==> config.mk <==
export PLATFORM = sky130hd
export DESIGN_NAME = fpu_cpx_outq
export DESIGN_NICKNAME = d
export VERILOG_FILES = /design/src/rtl/fpu_cpx_outq.sv
export SDC_FILE = /design/constraint.sdc
export NUM_CORES = 1
export LEC_CHECK = 0
export CORE_MARGIN = 2
export CORE_UTILIZATION = 64
export CTS_CLUSTER_DIAMETER = 150
export DETAILED_ROUTE_END_ITERATION = 10
export DONT_BUFFER_PORTS = 1
export PLACE_DENSITY = 0.8
export SLEW_MARGIN = 20
export SYNTH_ARGS = -nofsm -noshare
export SYNTH_HDL_FRONTEND = slang
export SYNTH_SLANG_ARGS = --single-unit
==> constraint.sdc <==
create_clock -name rclk -period 4.8 [get_ports rclk]
set_input_delay 0.24 -clock rclk [delete_from_list [all_inputs] [get_ports rclk]]
set_output_delay 0.24 -clock rclk [all_outputs]
set_load 0.03 [all_outputs]
==> src/rtl/fpu_cpx_outq.sv <==
// rtl/fpu_cpx_outq.sv - FPU result queue feeding the CPX valid/grant packet interface
module fpu_cpx_outq #(
    parameter int DEPTH     = 4,
    parameter int DATA_W    = 64,
    parameter int AFULL_LVL = 2
) (
    input  logic              rclk,
    input  logic              reset,
    input  logic [2:0]        dest_rdy,
    input  logic [1:0]        req_thread,
    input  logic [7:0]        fp_cpx_req_cq,
    input  logic [DATA_W-1:0] add_out_data,
    input  logic [DATA_W-1:0] mul_out_data,
    input  logic [DATA_W-1:0] div_out_data,
    input  logic [4:0]        add_out_exc,
    input  logic [4:0]        mul_out_exc,
    input  logic [4:0]        div_out_exc,
    input  logic              cpx_fpu_gnt,
    output logic              fpu_cpx_vld,
    output logic [DATA_W+16:0] fpu_cpx_pkt,
    output logic              outq_afull,
    output logic [1:0]        outq_err
);
    localparam int PW = DATA_W + 17;
    localparam int AW = $clog2(DEPTH);
    localparam int CW = AW + 1;

    typedef enum logic [1:0] {EMPTY, ACTIVE, FULL} state_t;

    state_t          state;
    logic [CW-1:0]   count;
    logic [CW-1:0]   count_nxt;
    logic [AW-1:0]   rd_ptr;
    logic [AW-1:0]   wr_ptr;
    logic [AW-1:0]   rd_ptr_nxt;
    logic [PW-1:0]   mem [DEPTH];
    logic [PW-1:0]   push_pkt;
    logic [PW-1:0]   head_nxt;
    logic            multi_hot;
    logic            one_hot;
    logic            pop;
    logic            push;
    logic            overflow;

    always_comb begin
        multi_hot = (dest_rdy & (dest_rdy - 3'd1)) != 3'd0;
        one_hot   = (dest_rdy != 3'd0) && !multi_hot;
        pop       = fpu_cpx_vld && cpx_fpu_gnt;
        // A pop in the same cycle frees the slot, so a full queue still accepts the push.
        push      = one_hot && ((state != FULL) || pop);
        overflow  = one_hot && (state == FULL) && !pop;

        case (dest_rdy)
            3'b010:  push_pkt = {req_thread, fp_cpx_req_cq, 2'b10, mul_out_exc, mul_out_data};
            3'b100:  push_pkt = {req_thread, fp_cpx_req_cq, 2'b11, div_out_exc, div_out_data};
            default: push_pkt = {req_thread, fp_cpx_req_cq, 2'b01, add_out_exc, add_out_data};
        endcase

        rd_ptr_nxt = pop ? rd_ptr + AW'(1) : rd_ptr;
        count_nxt  = count + CW'(push) - CW'(pop);
        // Bypass the array when the new entry becomes the head in the same edge it is written.
        head_nxt   = (push && (count == CW'(pop))) ? push_pkt : mem[rd_ptr_nxt];
    end

    always_ff @(posedge rclk) begin
        if (!reset && push) begin
            mem[wr_ptr] <= push_pkt;
        end
    end

    always_ff @(posedge rclk) begin
        if (reset) begin
            state       <= EMPTY;
            count       <= '0;
            rd_ptr      <= '0;
            wr_ptr      <= '0;
            fpu_cpx_vld <= 1'b0;
            fpu_cpx_pkt <= '0;
            outq_afull  <= 1'b0;
            outq_err    <= 2'b00;
        end else begin
            count       <= count_nxt;
            rd_ptr      <= rd_ptr_nxt;
            if (push) begin
                wr_ptr <= wr_ptr + AW'(1);
            end
            fpu_cpx_vld <= (count_nxt != '0);
            if (count_nxt != '0) begin
                fpu_cpx_pkt <= head_nxt;
            end
            outq_afull  <= (count_nxt >= CW'(AFULL_LVL));
            outq_err    <= outq_err | {multi_hot, overflow};
            case (state)
                EMPTY:   if (push) state <= ACTIVE;
                ACTIVE:  if (count_nxt == CW'(DEPTH)) state <= FULL;
                         else if (count_nxt == '0) state <= EMPTY;
                FULL:    if (pop && !push) state <= ACTIVE;
                default: state <= EMPTY;
            endcase
        end
    end
endmodule

# After elaboration in Yosys (flattened, before gate mapping)
# Memory sizes are Yosys's and may differ from the RTL's.
# Cells that the tools add are included.
# word_totals
n_memories,1
elab_cells,56
romBits,0
regBits,94
ramBits,324
latchBits,0
# op_classes
n_reduce_logical,19
eq_ne,10
n_shift,0
n_mul,0
bitwise,2
n_addsub,5
n_lt_le_gt_ge,1
div,0
muxes,10
# mem_list
name,depth,width,rd,rd_ports_with_merged_regs,wr,line,source
mem,4,81,1,0,1,36,logic [PW-1:0] mem [DEPTH];
# op_table
cell,count
case mux 71 bit (2 select lines),1
two-way mux 81 bit,1
two-way mux 2 bit,5
nonzero test 3 bit,3
logical AND 1 bit,8
"== test 3 bit, second input constant",2
case mux 2 bit (3 select lines),1
"adder 2 x 1 -> 2 bit, second input constant",2
logical NOT 1 bit,4
"!= test 2 bit, second input constant",2
adder 3 x 1 -> 3 bit,1
AND 3 bit,1
== test 3 x 1 -> 1 bit,1
"== test 3 x 2 -> 1 bit, second input constant",1
"greater-or-equal comparator 3 x 2 -> 1 bit, second input constant",1
logical NOT 3 bit,1
"!= test 3 bit, second input constant",1
AND reduction 3 bit,1
subtractor 3 x 1 -> 3 bit,1
"subtractor 3 x 1 -> 3 bit, second input constant",1
"== test 2 x 1 -> 1 bit, second input constant",1
"== test 2 bit, second input constant",1
logical NOT 2 bit,1
two-way mux 1 bit,2
3 further kinds,3

# Logic depth before layout (Yosys ltp)
# Gate-level depths: netlist of the first run.
# logic_depth
depth_word,12
ltp_mapped,16
mapped_depth_nobuf,15

# Least setup slack after synthesis of the first run
# No wires, ideal clock.
# synth_timing
kind,register to register
from,register fpu_cpx_vld
to,memory mem[0][0] (netlist name) (enable)
period_less_slack_ns,3.746
path_slack_ns,1.054
stages_incl_launch_ff,8
setup_time_ns,0.449
arrival_ns,3.297
cell_sequence,dfxtp_1 -> nand2_1 -> inv_1 -> nor3b_2 -> nor2_1 -> inv_1 -> nor2_1 -> and2_1
# synth_between
elab_chain_len,6
# synth_lines
item,line,source
start: declaration,19,"output logic fpu_cpx_vld,"
start signal: assignment,87,fpu_cpx_vld <= (count_nxt != '0);
logical AND 1 bit,48,pop = fpu_cpx_vld && cpx_fpu_gnt;
logical OR 1 bit,50,push = one_hot && ((state != FULL) || pop);
logical AND 1 bit,50,
logical AND 1 bit,66,if (!reset && push) begin
two-way mux 1 bit,66,
two-way mux 1 bit (implied by the code),67,mem[wr_ptr] <= push_pkt;
end: declaration,36,
# Every way passes these cells.

# Worst setup path in the final report of the first run
# layout_timing
from,register fpu_cpx_vld
to,register fpu_cpx_pkt[31]
# layout_between
elab_chain_len,6
word_cells_on_any_way,11
classes_between,2 x add/sub; 1 x eq/ne; 2 x mux; 5 x reduce/logical; 1 x memory
# layout_lines
item,line,source
logical AND 1 bit *,48,
logical OR 1 bit,50,
logical AND 1 bit,50,
adder 3 x 1 -> 3 bit,60,count_nxt = count + CW'(push) - CW'(pop);
subtractor 3 x 1 -> 3 bit,60,
nonzero test 3 bit,88,if (count_nxt != '0) begin
end signal: assignment,89,fpu_cpx_pkt <= head_nxt;
end: declaration,20,"output logic [DATA_W+16:0] fpu_cpx_pkt,"
# Every way passes the cells marked *; elsewhere a longest branch is shown, timed or not.
# A chain may end at the register's enable or synchronous reset.

==> run summary, run 1 <==
The I/O pin count is 308. In the synthesized netlist the dominant register cell turns out to be sky130_fd_sc_hd__edfxtp_1. The largest net degree at the start of global routing is 95.

The length of the first detailed-routing pass in iterations came out at 6. Counting tap cells, the placed design contains a total of 1753 instances. The reg-to-reg setup timing slack came out at 340 ps. The layout net count is 1651.

The critical path is of the flip-flop to flip-flop type. The number of hold violations in the final report came out at 0. The post-detailed-routing wire length came out at 44.9 mm. The worst hold slack came out at 21.0 ps. STA classifies the critical path startpoint as a flip-flop. The post-synthesis register bit count came out at 418.

The number of buffers on the longest clock path came out at 3. For this run, design rule violations remaining after detail routing come to 0. Of the synthesized area, sequential elements account for 61.1%. The pre-CTS setup slack came out at 223 ps. The finished layout holds 1844 standard cells, fillers aside.

The final standard cell area without fillers came out at 20800 um^2. The average instance in the mapped netlist occupies 13.0 um^2. The number of port buffers is 0. The fraction of synthesis flops using an asynchronous set or reset pin is 0%. The min-delay analysis places its worst path in the category primary input to flip-flop. The synthesized design contains 324 enable-type register cells. Synthesis produced 1458 cells. The timing-limited maximum frequency is 0.224 GHz. The headroom to the max-slew limit is 27.0%. The placed standard-cell area came out at 19300 um^2. For the pin with the worst max-slew slack, the measured transition is 1080 ps. The placer congestion estimate came out at 0.765.

The overall power consumption came out at 11.4 mW. The number of distinct library cells after synthesis is 39. The flow ran to the end, and the final reports show no timing, DRC or antenna violations. The initial antenna violation count is 1.

The overall die height is 176 um. The required time of the worst setup path is 5270 ps. The total negative setup slack came out at 0 ps. The clock latency of the later-clocked register in the worst-skew pair is 530 ps. The leakage component of the power came out at 6.98 nW. The clock arrives with 17.3 ps of skew. The part of the cycle the worst path needs came out at 92.9%. Setup violations remaining at the end of the flow were counted as 0. The maximum fanout along the worst path is 72. Traced cell by cell, the critical path runs through nand2_4, inv_6, buf_4, ha_1, inv_1, ha_1, inv_1, fa_1, nor2b_1, nand2_1, nor2_4, buf_6, a221o_1. The number of max-cap violations came out at 0.

The worst vdd rail ir drop is 0.468 mV. The Yosys warning count came out at 0. The first-pass GRT wire length is 68.5 mm. The cell type contributing the most total cell area after synthesis is sky130_fd_sc_hd__edfxtp_1. After detailed routing, the number of vias per cell comes to 6.71. By area the synthesized netlist is led by sky130_fd_sc_hd__edfxtp_1 51%, sky130_fd_sc_hd__dfxtp_1 9.9%, sky130_fd_sc_hd__mux4_2 9.4%.

The die covers 31100 um^2. The fraction of final layout cells sized beyond drive strength 1 is 12.9%. Summed over all layers, the global routing overflow is 0. On the worst path, the slowest cell contributes a delay of 640 ps.

The cell area that synthesis handed to floorplanning was 19000 um^2. The H-tree was split into 2 levels. The power per cell area is 547 nW/um^2. The total number of vias is 12400. Together, buffers and inverters on the worst path number 5. 0 antenna diodes ended up in the layout. After clock tree synthesis, the clock-pin slew on the worst setup and hold paths is 60 ps. The standard cell core area is 29500 um^2.

In this run the biggest area consumer among cell types represents 51.2% of the synthesized area. The final worst setup slack is 339 ps. The clock sink total is 418.

The final max-slew violation count is 0. The via count of the first global-routing pass came to 12400. The cell family contributing the most delay on the critical path is buffers and inverters.

The data arrival time of the worst path is 4930 ps. Setup repair after global routing left no endpoint under its margin. Once the floorplan was initialized, standard cells occupied 64.5% of the core. The utilization after layout came out at 70.6%. The detailed-placement wirelength estimate came out at 25.9 mm. Synthesis produced a netlist with a net count of 1688. The horizontal extent of the die is 176 um. STA classifies the critical path endpoint as a flip-flop. After detailed routing, the average wire length per cell comes to 24.4 um.

TritonCTS created 42 clock buffers. TritonCTS built the clock tree. The count of antenna-violating nets left after detailed routing came out at 0.

The first routing iteration left 1232 violations. The layout-stage area growth over the synthesis result is 9.51%. The clock period minus final worst setup slack came out at 4460 ps. The total number of placement rows came out at 63. The standard cell with the maximum stage delay on the critical path is sky130_fd_sc_hd__buf_4. The buffer cell driving the clock tree root is sky130_fd_sc_hd__clkbuf_16. The total routing resource utilization after global routing came out at 28.8%.
kinds of logic (layout without fill, tap and decap cells):
group / after synthesis / after routing / share of synthesized area (%)
AO/OA/AOI/OAI: 313 / 313 / 12.6
XOR/XNOR: 6 / 6 / 0.349
adder cells (fa/ha/maj): 7 / 7 / 0.500
buffers and inverters: 197 / 193 / 4.38
flip-flops: 418 / 418 / 61.1
multiplexers: 164 / 164 / 13.8
AND/OR/NAND/NOR: 353 / 353 / 7.25
repair_timing:
item	CTS	global route
endpoints found under the setup margin	0	62
buffers inserted	0	0
hold buffers	14	0
gates resized for setup	0	2
hold endpoints to repair	63	0
tightest hold or removal path, cell delays in order:
cell and delay, ps:
sky130_fd_sc_hd__nor2_1 50, sky130_fd_sc_hd__nor2_1 110, sky130_fd_sc_hd__nor2_1 40, sky130_fd_sc_hd__nor2_1 70
power breakdown:
group / internal [mW] / switching [mW] / leakage, nW / total (mW)
sequential: 4.33 / 0.892 / 3.72 / 5.23
clock: 2.02 / 1.33 / 0.697 / 3.34
combinational: 1.17 / 1.64 / 2.56 / 2.81
sequential cells by signal (all words and copies together), names as in the netlist:
register     flops
rd_ptr           2
state            2
outq_afull       1
outq_err         2
fpu_cpx_pkt     81
mem            324
count            3
fpu_cpx_vld      1
wr_ptr           2
routing by layer:
layer / wire length [um] / share of wire (%) / global-route usage [%] / up-vias
met5: 13 / 0.029 / 0 / -
met4: 1420 / 3.2 / 10.5 / 2
met3: 4480 / 10 / 6.85 / 92
met2: 22000 / 49 / 48.1 / 680
met1: 17000 / 38 / 37.1 / 6143
li1: - / - / - / 5464
path summary, 6_finish.rpt:
path | startpoint | end | cells after the start
worst max register to register | fpu_cpx_vld | fpu_cpx_pkt[31] | 13
worst min-delay path | dest_rdy[2] | outq_err[1] | 4
worst max-delay path | fpu_cpx_vld | fpu_cpx_pkt[31] | 13
worst min register to register | wr_ptr[1] | wr_ptr[1] | 2
cell usage after synthesis, types with 2 or more instances:
| cell | instances |
|---|---|
| sky130_fd_sc_hd__nor2_1 | 331 |
| sky130_fd_sc_hd__edfxtp_1 | 324 |
| sky130_fd_sc_hd__dfxtp_1 | 94 |
| sky130_fd_sc_hd__mux2i_1 | 83 |
| sky130_fd_sc_hd__a211oi_1 | 81 |
| sky130_fd_sc_hd__a221o_1 | 81 |
| sky130_fd_sc_hd__clkbuf_1 | 80 |
| sky130_fd_sc_hd__mux4_2 | 79 |
| sky130_fd_sc_hd__inv_1 | 75 |
| sky130_fd_sc_hd__a22oi_1 | 69 |
| sky130_fd_sc_hd__o21ai_0 | 52 |
| sky130_fd_sc_hd__buf_2 | 24 |
| sky130_fd_sc_hd__o21ai_1 | 18 |
| sky130_fd_sc_hd__buf_1 | 8 |
| sky130_fd_sc_hd__buf_6 | 8 |
| sky130_fd_sc_hd__ha_1 | 6 |
| sky130_fd_sc_hd__a21oi_1 | 5 |
| sky130_fd_sc_hd__nand2_1 | 5 |
| sky130_fd_sc_hd__and2_1 | 4 |
| sky130_fd_sc_hd__nand2b_1 | 4 |
| sky130_fd_sc_hd__xnor2_1 | 4 |
| sky130_fd_sc_hd__mux2_2 | 2 |
| sky130_fd_sc_hd__nand3_1 | 2 |
| sky130_fd_sc_hd__nor2b_1 | 2 |
| sky130_fd_sc_hd__nor3b_1 | 2 |
| sky130_fd_sc_hd__o31ai_1 | 2 |
placed cells by master, fill, tap and decap left out, types with 3 or more instances in the layout:
master | synthesis | final
sky130_fd_sc_hd__buf_12 | 0 | 3
sky130_fd_sc_hd__clkinv_1 | 0 | 3
sky130_fd_sc_hd__a211oi_1 | 81 | 81
sky130_fd_sc_hd__and2_4 | 0 | 4
sky130_fd_sc_hd__xnor2_1 | 4 | 3
sky130_fd_sc_hd__buf_4 | 1 | 21
sky130_fd_sc_hd__nand2b_1 | 4 | 3
sky130_fd_sc_hd__clkbuf_16 | 0 | 45
sky130_fd_sc_hd__dfxtp_1 | 94 | 92
sky130_fd_sc_hd__edfxtp_1 | 324 | 324
sky130_fd_sc_hd__nand2_1 | 5 | 4
sky130_fd_sc_hd__mux2i_1 | 83 | 83
sky130_fd_sc_hd__dlygate4sd3_1 | 0 | 14
sky130_fd_sc_hd__a221o_1 | 81 | 81
sky130_fd_sc_hd__clkinv_2 | 0 | 8
sky130_fd_sc_hd__a22oi_1 | 69 | 69
sky130_fd_sc_hd__nor2_1 | 331 | 330
sky130_fd_sc_hd__nor3b_2 | 1 | 3
sky130_fd_sc_hd__a21oi_1 | 5 | 5
sky130_fd_sc_hd__clkbuf_1 | 80 | 13
sky130_fd_sc_hd__inv_1 | 75 | 74
sky130_fd_sc_hd__mux4_2 | 79 | 79
sky130_fd_sc_hd__o21ai_1 | 18 | 19
sky130_fd_sc_hd__o21ai_0 | 52 | 51
sky130_fd_sc_hd__ha_1 | 6 | 6
sky130_fd_sc_hd__bufinv_16 | 0 | 5
area by class of cell:
cell class              count  area (um^2)
repair buffers             40          380
clock buffers              60         1200
flip-flops and latches    418        11600
clock inverters            17          213
multi-input cells         843         6630
fillers                  1901         8660
well taps                 390          488
inverters                  76          290
No activity file was read; power rests on OpenSTA's default activity.
==> inputs of run 2 (changes only) <==
--- a/config.mk
+++ b/config.mk
@@ -6,11 +6,11 @@
 export NUM_CORES = 1
 export LEC_CHECK = 0
 export CORE_MARGIN = 2
-export CORE_UTILIZATION = 64
+export CORE_UTILIZATION = 69
 export CTS_CLUSTER_DIAMETER = 150
 export DETAILED_ROUTE_END_ITERATION = 10
 export DONT_BUFFER_PORTS = 1
-export PLACE_DENSITY = 0.8
+export PLACE_DENSITY = 0.85
 export SLEW_MARGIN = 20
 export SYNTH_ARGS = -nofsm -noshare
 export SYNTH_HDL_FRONTEND = slang
==> constraint.sdc (replaced) <==
create_clock -name rclk -period 5.5 [get_ports rclk]
set_input_delay 0.275 -clock rclk [delete_from_list [all_inputs] [get_ports rclk]]
set_output_delay 0.275 -clock rclk [all_outputs]
set_load 0.03 [all_outputs]
==> run summary, run 2 (synthesized netlist as in run 1, its figures left out) <==
The flow ran to the end, and the final reports show no timing, DRC or antenna violations. STA classifies the critical path startpoint as a flip-flop. The number of diodes added for antenna fixing came out at 0. Leaving out fill and tap cells, the most frequent cell in the layout is sky130_fd_sc_hd__nor2_1.

The number of violations reported at the end of detailed-routing iteration 0 came out at 1553. The via count of the first global-routing pass is 12200. The remaining routing DRC violations is 0. In this run the worst path has a maximum fanout of 56. The critical path is of the flip-flop to flip-flop type.

The total grt overflow came out at 0. After detailed placement, the total cell area comes to 19200 um^2. In the final routed layout, each cell accounts on average for 25.1 um. The clock reaches the later pin of the worst-skew pair after 540 ps. Setup repair after global routing left no endpoint under its margin. The total number of vias is 12500. Relative to the synthesized area, the layout overhead comes to 9.07%. The total number of placement rows is 60. The pre-CTS setup slack came out at 1480 ps. The biggest cell delay along the critical path came out at 570 ps. The timing-limited maximum frequency is 0.243 GHz.

Data on the critical path is required at its endpoint by 5910 ps. The number of max-cap violations is 0. Counting the buffers created by CTS gives 41.

The filler cell count came out at 1561. The I/O pin count is 308. Buffers placed on the I/O ports in this run total 0. The number of setup buffers added after CTS is 0.

The clock sink total came out at 418. In the layout the commonest cells are 330 x sky130_fd_sc_hd__nor2_1, 324 x sky130_fd_sc_hd__edfxtp_1, 92 x sky130_fd_sc_hd__dfxtp_1. The tightest min-delay check is of the primary input to flip-flop type. The register bank with the most flops is mem. Dividing the detail-routed via count by the number of cells gives 7.00.

The standard cell with the maximum stage delay on the critical path is sky130_fd_sc_hd__dfxtp_1. The fraction of final layout cells sized beyond drive strength 1 is 12.9%. The first global-routing pass estimated 68.2 mm of wire. The total routing resource utilization after global routing is 30.9%. On the critical path the largest part of the delay comes from buffers and inverters.

The final clock skew is 19.3 ps. The slew at the pin with the worst max-slew slack is 1090 ps. The count of antenna-violating nets left after detailed routing came out at 0. The hold buffer count at CTS is 12. The clock period minus final worst setup slack came out at 4110 ps. The overall die height is 170 um.

The utilization after layout came out at 76.7%. The leakage component of the power came out at 6.97 nW. The detailed-placement wirelength estimate came out at 24.8 mm. The number of hold violations in the final report came out at 0. In this run, post-CTS repair resized a total of 0 instances. The horizontal extent of the die is 170 um. The initial antenna violation count is 0. The first detailed-routing pass took 6 iterations. TritonCTS built the clock tree. The number of H-tree levels is 2. The power per cell area is 479 nW/um^2.

The number of buffers on the longest clock path came out at 3. The tree is rooted in a sky130_fd_sc_hd__clkbuf_16. The worst vdd rail ir drop came out at 0.416 mV. Entering global routing, the biggest net connects 111 pins. The flip-flop count of the largest register, all copies and words added is 324. In this run the most critical hold path is launched from dest_rdy[1]. The largest registers in the layout are mem: 324 flops, fpu_cpx_pkt: 81 flops, count: 3 flops. The layout net count is 1644. The post-detailed-routing wire length came out at 44.8 mm. The final standard cell area without fillers is 20700 um^2. The category of the worst setup path capture point is a flip-flop.

The data arrival time of the worst path came out at 4520 ps. Clock-pin slew was measured on the worst setup and hold paths at 60 ps. Dividing the final minimum period by the clock period gives 74.7%. The initial core utilization came out at 70.3%. The origin of the worst setup path is fpu_cpx_vld. The final max-slew violation count is 0. The final worst setup slack is 1390 ps.

In this run the tightest slew margin relative to its limit is 27.1%. The critical path goes through nand2_4, inv_6, buf_4, ha_1, inv_1, ha_1, inv_1, fa_1, nor2b_1, a21oi_1, o41ai_4, buf_4, a211oi_1, a221o_1. The placer congestion estimate came out at 0.797.

Setup total negative slack on the finished layout was measured at 0 ps. The standard cell core area came out at 27000 um^2. The critical path contains buffers and inverters numbering 5 combined. The die covers 28900 um^2. In this run the critical register-to-register path is launched from fpu_cpx_vld.

The final setup violation count is 0.
==> run 2: layout make-up <==
class	instances	area [um^2]	area share, %
tap	341	427	2.06
multi-input combinational	843	6630	32.0
sequential	418	11600	56.0
clock buffer	57	1210	5.84
clock inverter	19	219	1.06
inverter	76	290	1.40
timing repair buffer	34	339	1.64
==> run 2: metrics by stage <==
step / instances / total power, mW / hold slack (ps)
CTS: 1787 / 9.93 / 11.5
global placement: 1699 / 6.88 / 341
global route: 1788 / 10.3 / 57.5
finish: 1788 / 9.94 / 29.5
floorplan: 1458 / 6.37 / 344
detailed placement: 1699 / 7.01 / 343
==> run 2: worst paths after layout <==
check / end / slack [ps] / depth (start not counted)
worst max-delay path: fpu_cpx_pkt[65] / 1390 / 14
worst min-delay path: outq_err[1] / 30 / 4
worst max register to register: fpu_cpx_pkt[65] / 1390 / 14
worst min register to register: wr_ptr[1] / 530 / 2
==> run 2: worst reg2reg max path: stages (launching register included) <==
cell	delay [ps]
sky130_fd_sc_hd__dfxtp_1	570
sky130_fd_sc_hd__nand2_4	120
sky130_fd_sc_hd__inv_6	70
sky130_fd_sc_hd__buf_4	500
sky130_fd_sc_hd__ha_1	380
sky130_fd_sc_hd__inv_1	50
sky130_fd_sc_hd__ha_1	130
sky130_fd_sc_hd__inv_1	50
sky130_fd_sc_hd__fa_1	540
sky130_fd_sc_hd__nor2b_1	250
sky130_fd_sc_hd__a21oi_1	180
sky130_fd_sc_hd__o41ai_4	100
sky130_fd_sc_hd__buf_4	540
sky130_fd_sc_hd__a211oi_1	190
sky130_fd_sc_hd__a221o_1	320
==> run 2: routing by layer <==
layer / track usage (%) / routed length, um / vias to the layer above
met5: 0 / 0 / -
met4: 10.8 / 1220 / 0
met3: 6.42 / 4400 / 104
met2: 50.3 / 22200 / 757
met1: 42.1 / 17100 / 6211
li1: - / - / 5446
==> run 2: where the power goes <==
group          total [mW]  internal (mW)  switching (mW)
logic                2.45           1.02            1.42
registers            4.55           3.78           0.772
clock network        2.94           1.77            1.16
total                9.94           6.58            3.36
==> inputs of run 3 (changes only) <==
--- a/config.mk
+++ b/config.mk
@@ -5,12 +5,13 @@
 export SDC_FILE = /design/constraint.sdc
 export NUM_CORES = 1
 export LEC_CHECK = 0
+export ABC_AREA = 1
 export CORE_MARGIN = 2
-export CORE_UTILIZATION = 69
+export CORE_UTILIZATION = 64
 export CTS_CLUSTER_DIAMETER = 150
 export DETAILED_ROUTE_END_ITERATION = 10
 export DONT_BUFFER_PORTS = 1
-export PLACE_DENSITY = 0.85
+export PLACE_DENSITY = 0.8
 export SLEW_MARGIN = 20
 export SYNTH_ARGS = -nofsm -noshare
 export SYNTH_HDL_FRONTEND = slang
==> constraint.sdc (replaced) <==
create_clock -name rclk -period 4.1 [get_ports rclk]
set_input_delay 0.205 -clock rclk [delete_from_list [all_inputs] [get_ports rclk]]
set_output_delay 0.205 -clock rclk [all_outputs]
set_load 0.03 [all_outputs]
==> run summary, run 3 <==
mem holds more flip-flops than any other register. The number of violations reported at the end of detailed-routing iteration 0 is 1424. The power per cell area is 623 nW/um^2. The post-synthesis area per instance is 8.92 um^2. Setup repair after global routing left no endpoint under its margin. For the pin with the worst max-slew slack, the measured transition is 1150 ps.

The routed length per instance came out at 17.8 um. The first-pass GRT wire length came out at 70.9 mm. In this run the deepest clock path goes through 3 buffers.

In the layout the commonest cells are 631 x sky130_fd_sc_hd__nand2_1, 336 x sky130_fd_sc_hd__inv_1, 324 x sky130_fd_sc_hd__edfxtp_1. The share of the synthesized area in the top cell type came out at 49.9%. The detailed-placement wirelength estimate came out at 26.1 mm. The worst setup path is of the flip-flop to flip-flop kind. The number of diodes added for antenna fixing is 0. sky130_fd_sc_hd__edfxtp_1 takes more of the synthesized area than any other cell. The number of enable flip-flop cells after synthesis is 324. The number of max-cap violations is 0.

The headroom to the max-slew limit came out at 23.3%. The number of distinct library cells after synthesis came out at 26. The total grt overflow came out at 0.

For this run, asynchronously set or reset flops after synthesis account for 0%. The fraction of final layout cells sized beyond drive strength 1 came out at 4.56%. The timing-limited maximum frequency is 0.291 GHz. The standard cell core area came out at 29800 um^2.

The clock latency of the later-clocked register in the worst-skew pair came out at 540 ps. The largest registers in the layout are mem: 324 flops, fpu_cpx_pkt: 81 flops, count: 3 flops. The mean number of vias per cell is 5.59.

The largest individual stage delay along the critical path comes from the cell sky130_fd_sc_hd__inv_2. The remaining routing DRC violations is 0. The via count of the first global-routing pass is 14000. The final max-slew violation count came out at 0.

Entering global routing, the biggest net connects 164 pins. The final setup violation count is 0. The data arrival time of the worst path is 3920 ps. The synthesized instance count came out at 2188. The maximum fanout along the worst path came out at 31. The total number of vias is 14600. The number of H-tree levels came out at 2. The tree built by TritonCTS fans out to 418 sinks. The overall power consumption came out at 13.5 mW. The layout-stage area growth over the synthesis result came out at 10.8%. The number of hold violations in the final report was 0. The buffer cell driving the clock tree root is sky130_fd_sc_hd__clkbuf_16. The cell area after synthesis came out at 19500 um^2. Excluding fillers, the count of instances in the completed layout stands at 2606. The kind of launch point of the worst setup path is a flip-flop.

The total number of placement rows is 63. The sequential fraction of the synthesis area is 59.5%. The worst setup path is captured at a flip-flop.

The total clock buffers created by CTS came out at 43. The final layout contains routed wiring with a total length of 46.3 mm. For this run, the leading register cell type out of synthesis is sky130_fd_sc_hd__edfxtp_1. The number of port buffers came out at 0. Once the floorplan was initialized, standard cells occupied 65.5% of the core. The biggest cell delay along the critical path is 530 ps.

The post-synthesis register bit count came out at 418. The count of antenna-violating nets left after detailed routing is 0. The final worst setup slack is 659 ps. The most common cell after layout, fill and taps aside is sky130_fd_sc_hd__nand2_1. The required time of the worst setup path is 4580 ps. TritonCTS built the clock tree. The cell total after placement came out at 2478.

The horizontal extent of the die came out at 179 um. By count the netlist is led by 633 x sky130_fd_sc_hd__nand2_1, 336 x sky130_fd_sc_hd__inv_1, 324 x sky130_fd_sc_hd__edfxtp_1, 320 x sky130_fd_sc_hd__nand3_1, 163 x sky130_fd_sc_hd__nand3b_1. The number of setup buffers added after CTS is 0. In this design, the critical path's most frequently occurring cell is sky130_fd_sc_hd__inv_1.

The utilization after layout came out at 72.6%. The final clock skew is 18.5 ps. Across the VDD grid, the largest voltage drop is 0.498 mV. The layout net count is 2412.

The family with the most delay on the worst path is buffers and inverters. Routability-driven placement finished with a final weighted congestion of 0.794. The signal on the critical path passes through nand2_2, nand3_2, nand3_2, ha_1, inv_1, ha_1, inv_1, fa_1, inv_1, nor2_1, nand3_1, nand2_1, inv_2, buf_4, nand3_1, nand2_1. The critical path contains buffers and inverters numbering 5 combined. The type of the most critical hold path is primary input to flip-flop. The clock transition at the registers of the reported paths came out at 60 ps. The floorplan step set the die height to 179 um. The most common cell in the netlist is sky130_fd_sc_hd__nand2_1.

During I/O placement, the number of pins put on the boundary was 308. The pre-CTS setup slack came out at 687 ps. The origin of the worst setup path is fpu_cpx_vld.

The Yosys step of the flow raised 0 warnings. In this run the most critical hold path is launched from div_out_data[7]. The area of the die came out at 31900 um^2. By area the synthesized netlist is led by sky130_fd_sc_hd__edfxtp_1 50%, sky130_fd_sc_hd__nand2_1 12%, sky130_fd_sc_hd__dfxtp_1 9.6%.

The total routing resource utilization after global routing is 28.7%. The synthesized netlist net count came out at 2418. The clock period minus final worst setup slack is 3440 ps.

The register with the most flip-flops in the layout has 324 of them. The initial antenna violation count came out at 0. The length of the first detailed-routing pass in iterations is 6. The final critical path takes up 83.9% of the cycle. The quantity of gates resized following cts is 0. The startpoint identified for the worst register-to-register timing path is fpu_cpx_vld. The leakage component of the power came out at 9.63 nW. The run finished with clean final reports.
-- run 3: cell count changes after synthesis, sizes merged, moves of 79 or more --
cell,before,now
a221o,81,0
a211oi,82,0
inv,76,340
nor2,331,156
nand3b,0,163
nand3,2,322
mux2i,83,0
nand2,5,638
mux4,79,0
-- run 3: power breakdown --
group	switching [mW]	leakage, nW	internal [mW]
combinational	2.54	5.24	1.07
sequential	0.928	3.73	5.13
clock	1.55	0.668	2.26
-- run 3: layer usage --
layer	GRT usage, %	wire length [um]
met1	36.0	18200
met3	4.41	3600
met4	10.6	1370
met2	50.3	23200
met5	0	0
-- run 3: per-stage QoR --
step,instance area [um^2],hold slack (ps),TNS [ps]
2_1_floorplan,19500,304,-278470
3_3_place_gp,19700,277,0
3_5_place_dp,19700,282,0
4_1_cts,21600,0.0268,0
5_1_grt,21600,20.7,0
6_report,21600,6.92,0
-- run 3: worst reg2reg max path, cell delays in order, from the launching register on --
cell and delay (ps):
sky130_fd_sc_hd__dfxtp_1 340, sky130_fd_sc_hd__nand2_2 150, sky130_fd_sc_hd__nand3_2 130, sky130_fd_sc_hd__nand3_2 160, sky130_fd_sc_hd__ha_1 350, sky130_fd_sc_hd__inv_1 70, sky130_fd_sc_hd__ha_1 130, sky130_fd_sc_hd__inv_1 40
sky130_fd_sc_hd__fa_1 470, sky130_fd_sc_hd__inv_1 80, sky130_fd_sc_hd__nor2_1 70, sky130_fd_sc_hd__nand3_1 150, sky130_fd_sc_hd__nand2_1 110, sky130_fd_sc_hd__inv_2 530, sky130_fd_sc_hd__buf_4 410, sky130_fd_sc_hd__nand3_1 140
sky130_fd_sc_hd__nand2_1 80
-- run 3: layout make-up --
class                   count  area (um^2)
well taps                 390          488
multi-input cells        1308         6160
flip-flops and latches    418        11600
repair buffers             71          709
clock inverters            16          154
fillers                  2121         8170
inverters                 340         1280
clock buffers              63         1220
-- run 3: final timing paths --
| kind | end | cells past startpoint | slack, ps |
|---|---|---|---|
| setup / recovery | fpu_cpx_pkt[38] | 16 | 660 |
| hold / removal | fpu_cpx_pkt[7] | 6 | 7 |
| setup reg to reg | fpu_cpx_pkt[38] | 16 | 660 |
| hold reg to reg | state[1] | 2 | 510 |
-- run 3: cell families after synthesis --
logic type	after synthesis	share of synthesized area [%]
simple gates	1281	30.1
buf+inv	462	9.41
flops	418	59.5
compound gates	20	0.532
fa+ha+maj	7	0.487
-- run 3: what timing repair did --
action / 4_1_cts / 5_1_grt
hold buffers: 49 / 0
hold endpoints to repair: 132 / 0
setup endpoints to repair: 0 / 0
